`src/rtl/ex_mem_pkg.sv`:
```
// Shared definitions for the EX/MEM pipeline buffer: FSM states,
// control-word bit positions and default widths.
package ex_mem_pkg;

    typedef enum logic [1:0] {
        EMPTY = 2'd0,
        ONE   = 2'd1,
        FULL  = 2'd2
    } buf_state_e;

    localparam int MEM_WR = 0;
    localparam int MEM_RD = 1;
    localparam int REG_WR = 8;
    localparam int WB_LSB = 8;

    localparam int DW_DEF = 16;
    localparam int RW_DEF = 4;

endpackage

```
`src/rtl/ex_mem_buf.sv`:
```
// EX/MEM pipeline register built as a 2-entry skid buffer (head + skid),
// with forwarding outputs for the hazard unit and a saturating stall counter.
module ex_mem_buf
    import ex_mem_pkg::*;
#(
    parameter int DW = DW_DEF,
    parameter int RW = RW_DEF
) (
    input  logic          clk,
    input  logic          rst_n,
    input  logic          in_valid,
    output logic          out_ready,
    input  logic [DW-1:0] in_alu_result,
    input  logic [DW-1:0] in_store_data,
    input  logic [15:0]   in_cntrl_mem,
    input  logic [RW-1:0] in_dest_reg,
    input  logic          in_flush,
    input  logic          in_mem_ready,
    output logic          out_valid,
    output logic [DW-1:0] out_alu_result,
    output logic [DW-1:0] out_store_data,
    output logic [15:0]   out_cntrl_wb,
    output logic          out_mem_rd,
    output logic          out_mem_wr,
    output logic [RW-1:0] out_dest_reg,
    output logic [DW-1:0] out_mem_haz,
    output logic [RW-1:0] out_haz_dest,
    output logic          out_haz_valid,
    output logic [7:0]    out_stall_cnt
);

    buf_state_e state_q, state_d;
    logic       accept, pop;
    logic       load_head_in, load_skid, skid_to_head;

    logic [DW-1:0] head_alu_q, head_sd_q, skid_alu_q, skid_sd_q;
    logic [7:0]    head_wb_q, skid_wb_q;
    logic          head_rd_q, head_wr_q, skid_rd_q, skid_wr_q;
    logic [RW-1:0] head_dest_q, skid_dest_q;
    logic [7:0]    stall_cnt_q, stall_cnt_d;

    // Bits between the memory strobes and the WB byte carry nothing downstream.
    logic unused_cntrl;
    assign unused_cntrl = ^in_cntrl_mem[WB_LSB-1:MEM_RD+1];

    always_ff @(posedge clk) begin
        if (!rst_n) state_q <= EMPTY;
        else        state_q <= state_d;
    end

    always_comb begin
        state_d      = state_q;
        load_head_in = 1'b0;
        load_skid    = 1'b0;
        skid_to_head = 1'b0;
        if (in_flush) begin
            state_d = EMPTY;
        end else begin
            case (state_q)
                EMPTY: begin
                    if (accept) begin
                        state_d      = ONE;
                        load_head_in = 1'b1;
                    end
                end
                ONE: begin
                    case ({accept, pop})
                        2'b11:   load_head_in = 1'b1;
                        2'b10: begin
                            state_d   = FULL;
                            load_skid = 1'b1;
                        end
                        2'b01:   state_d = EMPTY;
                        default: state_d = ONE;
                    endcase
                end
                FULL: begin
                    if (pop) begin
                        state_d      = ONE;
                        skid_to_head = 1'b1;
                    end
                end
                default: state_d = EMPTY;
            endcase
        end
    end

    always_comb begin
        out_ready = (state_q != FULL);
        out_valid = (state_q != EMPTY);
        accept    = in_valid & out_ready;
        pop       = out_valid & in_mem_ready;
    end

    // Data registers only move on accept or skid->head, so a stalled head is stable.
    always_ff @(posedge clk) begin
        if (!rst_n) begin
            head_alu_q  <= '0;
            head_sd_q   <= '0;
            head_wb_q   <= '0;
            head_rd_q   <= 1'b0;
            head_wr_q   <= 1'b0;
            head_dest_q <= '0;
            skid_alu_q  <= '0;
            skid_sd_q   <= '0;
            skid_wb_q   <= '0;
            skid_rd_q   <= 1'b0;
            skid_wr_q   <= 1'b0;
            skid_dest_q <= '0;
        end else begin
            if (load_head_in) begin
                head_alu_q  <= in_alu_result;
                head_sd_q   <= in_store_data;
                head_wb_q   <= in_cntrl_mem[WB_LSB+7:WB_LSB];
                head_rd_q   <= in_cntrl_mem[MEM_RD];
                head_wr_q   <= in_cntrl_mem[MEM_WR];
                head_dest_q <= in_dest_reg;
            end else if (skid_to_head) begin
                head_alu_q  <= skid_alu_q;
                head_sd_q   <= skid_sd_q;
                head_wb_q   <= skid_wb_q;
                head_rd_q   <= skid_rd_q;
                head_wr_q   <= skid_wr_q;
                head_dest_q <= skid_dest_q;
            end
            if (load_skid) begin
                skid_alu_q  <= in_alu_result;
                skid_sd_q   <= in_store_data;
                skid_wb_q   <= in_cntrl_mem[WB_LSB+7:WB_LSB];
                skid_rd_q   <= in_cntrl_mem[MEM_RD];
                skid_wr_q   <= in_cntrl_mem[MEM_WR];
                skid_dest_q <= in_dest_reg;
            end
        end
    end

    always_comb begin
        stall_cnt_d = stall_cnt_q;
        if (out_valid && !in_mem_ready && stall_cnt_q != 8'hFF)
            stall_cnt_d = stall_cnt_q + 8'd1;
    end

    always_ff @(posedge clk) begin
        if (!rst_n) stall_cnt_q <= '0;
        else        stall_cnt_q <= stall_cnt_d;
    end

    assign out_alu_result = head_alu_q;
    assign out_store_data = head_sd_q;
    assign out_cntrl_wb   = {8'b0, head_wb_q};
    assign out_mem_rd     = out_valid & head_rd_q;
    assign out_mem_wr     = out_valid & head_wr_q;
    assign out_dest_reg   = head_dest_q;
    // Loads can't forward from EX/MEM: their data isn't available yet.
    assign out_haz_valid  = out_valid & head_wb_q[REG_WR-WB_LSB] & ~head_rd_q;
    assign out_mem_haz    = head_alu_q;
    assign out_haz_dest   = head_dest_q;
    assign out_stall_cnt  = stall_cnt_q;

endmodule

```
`config.mk`:
```
export PLATFORM = sky130hd
export DESIGN_NAME = ex_mem_buf
export DESIGN_NICKNAME = d
export VERILOG_FILES = /design/src/rtl/ex_mem_pkg.sv /design/src/rtl/ex_mem_buf.sv
export SDC_FILE = /design/constraint.sdc
export NUM_CORES = 1
export LEC_CHECK = 0
export CAP_MARGIN = 20
export CORE_AREA = 5 5 111 113
export DETAILED_ROUTE_END_ITERATION = 7
export DIE_AREA = 0 0 116 118
export GPL_TIMING_DRIVEN = 0
export PLACE_DENSITY_LB_ADDON = 0.1
export SLEW_MARGIN = 20
export SYNTH_ARGS = -nofsm -noshare
export SYNTH_HDL_FRONTEND = slang
export SYNTH_SLANG_ARGS = --single-unit
```
`constraint.sdc`:
```
create_clock -name clk -period 1.9 [get_ports clk]
set_clock_uncertainty 0.1 [all_clocks]
set_input_delay 0.38 -clock clk [delete_from_list [all_inputs] [get_ports clk]]
set_output_delay 0.38 -clock clk [all_outputs]
set_load 0.01 [all_outputs]
```
==> results of run 1 <==
==> cell usage in the layout, fill, tap and decap left out, types with 2 or more instances in the layout <==
cell type and count:
nand3_1 3, a21oi_2 4, clkbuf_2 4, nor3_1 2, and4bb_4 2, clkbuf_16 14, clkinv_2 2, clkbuf_8 2
nand2_1 97, nand4bb_1 2, nor2_4 2, ha_1 2, dfxtp_2 3, dfxtp_1 98, and3_1 2, buf_12 3
a21oi_1 93, o211ai_1 46, ha_4 2, a32oi_2 26, buf_8 6, inv_1 6, a2111oi_0 2, a211oi_1 2
buf_6 14, a32oi_1 19, nor2b_4 2, buf_2 11, clkbuf_1 14, mux2i_1 3, clkinv_4 2, conb_1 8
dlygate4sd2_1 4, clkdlybuf4s50_1 118, nand2b_1 3, buf_4 51
==> through the flow <==
stage	util, %	setup slack [ns]	hold slack (ns)	power (mW)
final	63.5	-0.0849	0.321	4.79
after global routing	63.5	-0.125	0.344	4.97
after CTS	59.7	-0.107	0.320	4.74
after detailed placement	54.5	-0.684	0.347	2.96
after global placement	54.5	-0.642	0.341	2.95
after floorplan	-	-0.0281	0.336	2.62
==> routing by layer <==
metal,share of wire [%],GRT usage [%],vias up
met2,50,33.6,161
li1,-,-,2248
met4,1.3,5.00,0
met5,0,0,-
met1,43,25.4,2282
met3,6.2,3.70,19
==> worst max path at each step <==
| stage | cells past startpoint | slack [ns] | startpoint | endpoint |
|---|---|---|---|---|
| 2_1_floorplan | 9 | -0.03 | state_q[0] | out_alu_result[0] |
| 3_3_place_gp | 9 | -0.64 | in_mem_ready | skid_wr_q |
| 3_5_place_dp | 9 | -0.68 | in_mem_ready | skid_dest_q[2] |
| 4_1_cts | 9 | -0.11 | state_q[0] | head_wb_q[4] |
| 5_1_grt | 9 | -0.13 | state_q[1] | out_dest_reg[1] |
| 6_report | 9 | -0.08 | state_q[1] | head_wb_q[6] |
==> worst reg2reg max path, stage by stage (launching register included) <==
cell and delay [ns]:
dfxtp_2 0.37, buf_6 0.14, nand2b_4 0.06, and2_4 0.15, ha_4 0.15, mux2_4 0.28
buf_12 0.16, buf_12 0.14, a32oi_2 0.23, a21oi_1 0.09
==> cells in the mapped netlist (2+ instances only) <==
master,number
buf_1,3
nor3_1,2
a21oi_1,97
inv_1,6
nand4bb_1,2
nor2_1,2
buf_4,39
dfxtp_1,102
clkbuf_1,16
and3_1,2
nand2_1,97
nand2b_1,4
a2111oi_0,2
nor2b_1,3
a211oi_1,2
nand3_1,3
a32oi_1,46
buf_2,15
buf_6,5
o211ai_1,46
ha_1,4
mux2i_1,3
==> final cells by class <==
class	count	share of cell area [%]
buffer	77	8.61
clock buffer	11	3.41
clock inverter	5	0.492
inverter	7	0.369
multi-input combinational	346	33.4
sequential	102	28.8
tap	143	2.51
timing repair buffer	155	22.4
==> power breakdown <==
group | total [mW] | internal [mW] | leakage [nW] | switching (mW)
registers | 2.24 | 2.20 | 0.830 | 0.0437
clock network | 1.73 | 0.925 | 0.135 | 0.803
logic | 0.820 | 0.447 | 1.57 | 0.373
total | 4.79 | 3.57 | 2.54 | 1.22
==> timing repair <==
item                       4_1_cts  5_1_grt
gates cloned                     2        8
resized for setup               45       58
pin swaps                       19       27
setup buffers                   15        6
setup endpoints to repair       97       96
==> kinds of logic after synthesis <==
| kind of cell | after synthesis | share of synthesized area, % |
|---|---|---|
| flip-flops | 102 | 44.4 |
| adder cells (fa/ha/maj) | 4 | 1.09 |
| other | 1 | 0.0815 |
| AO/OA/AOI/OAI | 202 | 29.4 |
| AND/OR/NAND/NOR | 126 | 12.2 |
| multiplexers | 5 | 1.39 |
| buffers and inverters | 86 | 11.4 |
==> metrics.md, run 1 <==
| Metric | Value |
|---|---|
| Total track usage | `about a fifth` |
| Design area | `7120 sq um` |
| Crit path DAT | `approximately 2.1 ns` |
| Final wirelength | `between 10 and 15 mm` |
| CTS Buffer Depth | `2` |
| Area leader, netlist | `dfxtp_1` |
| Hold Path Sink | `out_stall_cnt[1]` |
| Via density | `5.57` |
| Initial core utilization | `41.0%` |
| Violated checks | `setup timing` |
| VDD IR max | `0.430 mV` |
| Cell Area, Synth | `between 4000 and 5000 sq um` |
| Die Wd | `116 microns` |
| # setup viols final | `42` |
| Max incr delay on CP | `roughly 0.37 ns` |
| Crit-path cells | `buf_6 -> nand2b_4 -> and2_4 -> ha_4 -> mux2_4 -> buf_12 -> buf_12 -> a32oi_2 -> a21oi_1` |
| Clk Latency, worst-skew pair | `around 0.34 ns` |
| CTS clock-pin slew for the worst setup and hold paths | `0.07 ns` |
| Post-Synthesis Cells | `526` |
| Nets | `759` |
| Max cap viols | `0` |
| Cell variety after synth | `47` |
| CP Buf/Inv Count | `3` |
| Total Negative Setup Slacks | `-1.64 ns` |
| Row count | `39` |
| Final-report hold violation count | `0` |
| R2r setup slk | `-0.08 ns` |
| Global-route wire length before repair | `22.0 mm` |
| DR pass1 iterations | `5` |
| CTS H-tree lvls | `3` |
| Largest net degree at the start of global routing | `17` |
| Area Overhead vs Synth | `54.8%` |
| Share of layout cells above drive strength 1 | `between 20% and 30%` |
| Fill cells | `938` |
| Synth Flop Type | `dfxtp_1` |
| Yosys top cell area share | `~44%` |
| Slew headroom | `between 60 and 70%` |
| Die Height | `118 microns` |
| Vias | `4710` |
| Crit-path max FO | `8` |
| Multi-input gate area | `roughly 2400 sq um` |
| Sequential fraction of the synthesis area | `44.4%` |
| Final Worst Setup Slack | `-0.0849 ns` |
| P_leak | `2.54 nW` |
| CP endpoint kind | `flop` |
| Cell Pwr Density | `673 nW/um^2` |
| Die Area | `13700 sq um` |
| Synthesized area per cell | `8.75 sq um` |
| CTS tree | `yes` |
| IO Port Bufs | `approximately 130` |
| Post-DP Area | `6120 sq um` |
| CTS root buffer | `clkbuf_16` |
| Post-layout min period | `about 2.0 ns` |
| Critical Path Start Type | `flop` |
| CTS sink count | `102` |
| Number of diodes | `0` |
| Fin cells | `846` |
| DP Cell Count | `between 800 and 900` |
| Area of the core | `11200 sq um` |
| Top post-synthesis cells by area | `dfxtp_1 44%, a21oi_1 11%, a32oi_1 8.8%` |
| Crit path top cell by count | `buf_12` |
| # hold bufs at CTS | `0` |
| RSZ-0062 raised after global routing | `yes` |
| Dpl hpwl | `9.87 mm` |
| Register area | `2050 sq um` |
| CP Data Required Time | `2.01 ns` |
| Slew Limit Fails | `0` |
| #FFs+latches synth | `about 100` |
| Worst min-delay path class | `input pin to flop` |
| Worst hold path cell count | `3` |
| Total CTS buffers | `9` |
| Reg2reg path depth | `9` |
| Reg-to-reg startpoint | `state_q[1]` |
| EDFF count, synth | `0` |
| Final ANT Viol Nets | `0` |
| Hold path startpoint | `rst_n` |
| Period utilization | `104%` |
| Critical-path top delay cell | `dfxtp_2` |
| Ports | `142` |
| CP top delay family | `buffers and inverters` |
| Least-Margin Pin Slew | `around 0.57 ns` |
| CP Class | `flop to flop` |
| WL per Instance | `roughly 18 microns` |
| Initial DRC count | `276` |
| Gpl congestion | `0.781` |
| Post-synth ARST share | `0%` |
| Vias in the first global route | `4456` |
| Status | `finished with violations` |
| Critical R2R Capture | `head_wb_q[6]` |
| Max Clock Freq | `approximately 0.50 GHz` |
| Initial antenna violation count | `0` |
| Synth warn | `0` |
| Total grt overflow | `0` |
| Number of remaining DRC errors | `0` |
Note: power is estimated with default switching activity, not from simulation.
==> run 2, diff against run 1 <==
==> constraint.sdc (replaced) <==
create_clock -name clk -period 1.9 [get_ports clk]
set_clock_uncertainty 0.1 [all_clocks]
set_input_delay 0.19 -clock clk [delete_from_list [all_inputs] [get_ports clk]]
set_output_delay 0.19 -clock clk [all_outputs]
set_load 0.01 [all_outputs]
==> run 2 against run 1 <==
Net effect:
- critical path depth did not move
- design area rose by 0.47%
- die area did not move
- highest routed layer unchanged
- worst setup slack improved by 0.030 ns
- maximum frequency rose by 1.5%
- power fell by 0.42%
- largest cell class unchanged
- the run still ends with setup timing left
==> metrics.md, run 2 (synthesis results as in run 1) <==
| Metric | Value |
|---|---|
| Status | `finished with violations` |
| Violated checks | `setup timing` |
| Max cap viols | `0` |
| CP Buf/Inv Count | `3` |
| Initial DRC count | `189` |
| Crit path top cell by count | `buf_12` |
| Sw Share | `between 20% and 30%` |
| Beginning of the critical path | `state_q[1]` |
| Crit. path cell count | `9` |
| Crit-path max FO | `7` |
| Final wirelength | `14.5 mm` |
| Worst min-delay path class | `input pin to flop` |
| Reg2reg path depth | `9` |
| Critical R2R Capture | `head_wb_q[6]` |
| Final Worst Setup Slack | `-0.0547 ns` |
| Least-Margin Pin Slew | `0.562 ns` |
| Max incr delay on CP | `0.35 ns` |
| Die Wd | `116 microns` |
| Total track usage | `19.6%` |
| CTS tree | `yes` |
| Worst hold slack | `0.130 ns` |
| Vias in the first global route | `4414` |
| CTS sink count | `102` |
| CP endpoint kind | `flop` |
| Row count | `39` |
| Reg-to-reg startpoint | `state_q[1]` |
| Fin cells | `846` |
| Share of layout cells above drive strength 1 | `a little under a quarter` |
| Dpl hpwl | `between 9 and 10 mm` |
| Vias | `4679` |
| CTS root buffer | `clkbuf_16` |
| Setup slack at placement | `-0.494 ns` |
| Comb pwr share | `16.8%` |
| Area Overhead vs Synth | `55.5%` |
| Number of diodes | `0` |
| RSZ-0062 raised after global routing | `yes` |
| Critical-path top delay cell | `dfxtp_2` |
| Post-layout util | `63.8%` |
| Post-layout min period | `1.95 ns` |
| WL per Instance | `about 17 microns` |
| Post-DP Area | `6120 sq um` |
| Gpl congestion | `between 0.7 and 0.8` |
| R2r setup slk | `-0.05 ns` |
| Int Power | `about 3.6 mW` |
| CP Data Required Time | `2.00 ns` |
| Most frequent cells in the layout | `122 x clkdlybuf4s50_1, 100 x dfxtp_1, 94 x nand2_1, 84 x a21oi_1, 53 x buf_4` |
| CTS Buffer Depth | `2` |
| VDD IR max | `0.432 mV` |
| IO Port Bufs | `around 130` |
| CTS clock-pin slew for the worst setup and hold paths | `roughly 0.070 ns` |
| Design area | `7160 sq um` |
| Global-route wire length before repair | `21.9 mm` |
| Area of the core | `between 10000 and 15000 sq um` |
| Ports | `142` |
| Initial core utilization | `41.0%` |
| Number of remaining DRC errors | `0` |
| Critical Path End | `head_wb_q[6]` |
| Final ANT Viol Nets | `0` |
| Clk Latency, worst-skew pair | `0.34 ns` |
| Slew headroom | `between 60% and 70%` |
| Final-report hold violation count | `0` |
| Most common cell after layout, fill and taps aside | `clkdlybuf4s50_1` |
| Nets | `about 760` |
| Total Negative Setup Slacks | `-0.711 ns` |
| DR pass1 iterations | `5` |
| Total grt overflow | `0` |
| Sequential power share | `between 40% and 50%` |
| CP Class | `flop to flop` |
| P_leak | `2.55 nW` |
| Initial antenna violation count | `0` |
| Via density | `about 5.5` |
| Critical Path Start Type | `flop` |
| Max Clock Freq | `0.512 GHz` |
| Period utilization | `103%` |
| Largest net degree at the start of global routing | `17` |
| # setup viols final | `34` |
| Clock Power Share | `36.2%` |
| Net Sw Power | `1.21 mW` |
| Design Power | `4.77 mW` |
| Crit-path cells | `buf_8 -> nand2b_4 -> and2_4 -> ha_4 -> mux2_4 -> buf_12 -> buf_12 -> a32oi_2 -> a21oi_1` |
| CTS H-tree lvls | `3` |
| DP Cell Count | `between 800 and 900` |
| CP top delay family | `buffers and inverters` |
| Die Area | `13700 sq um` |
| Slew Limit Fails | `0` |
| Crit path DAT | `2.06 ns` |
| Total CTS buffers | `9` |
| Cell Pwr Density | `667 nW/um^2` |
| Die Height | `118 microns` |
==> run 2: routing by layer <==
layer,up-vias,share of wire [%],track usage [%]
met5,-,0,0
met4,0,1.5,5.15
met3,19,6.6,3.70
met2,169,50,32.9
met1,2246,41,25.5
li1,2245,-,-
==> run 2: cell type report <==
cell class,instances,area (sq um)
multi-input combinational,345,2400
tap,143,179
buffer,77,607
fill,944,4070
clock inverter,5,35.0
clock buffer,11,243
timing repair buffer,156,1620
inverter,7,26.3
sequential,102,2050
==> run 2: power groups by stage <==
| stage | combinational [mW] | sequential (mW) | clock (mW) |
|---|---|---|---|
| finish | 0.804 | 2.24 | 1.72 |
| global route | 0.853 | 2.25 | 1.85 |
| CTS | 0.717 | 2.24 | 1.76 |
| detailed placement | 0.671 | 2.29 | 0 |
| global placement | 0.662 | 2.29 | 0 |
| floorplan | 0.312 | 2.30 | 0 |
==> run 2: timing repair <==
| item | 4_1_cts | 5_1_grt |
|---|---|---|
| endpoints found under the hold margin | 0 | 0 |
| resized for setup | 35 | 56 |
| cloned | 1 | 6 |
| pin swaps | 16 | 15 |
| setup endpoints to repair | 96 | 93 |
| hold buffers | 0 | 0 |
| buffers inserted | 9 | 14 |
==> run 2: how the worst min path moves through the flow <==
stage	start	depth (start not counted)	to	slack (ns)
finish	rst_n	3	out_stall_cnt[1]	0.13
global route	rst_n	3	out_stall_cnt[3]	0.16
detailed placement	skid_wb_q[0]	2	skid_wb_q[0]	0.35
CTS	rst_n	3	out_stall_cnt[1]	0.13
global placement	skid_sd_q[4]	2	skid_sd_q[4]	0.34
floorplan	in_alu_result[0]	2	skid_alu_q[0]	0.23
==> run 2: worst register-to-register path, cell delays in order, from the launching register on <==
cell and delay [ns]:
dfxtp_2 0.35, buf_8 0.13, nand2b_4 0.06, and2_4 0.14
ha_4 0.16, mux2_4 0.28, buf_12 0.16, buf_12 0.13
a32oi_2 0.22, a21oi_1 0.09
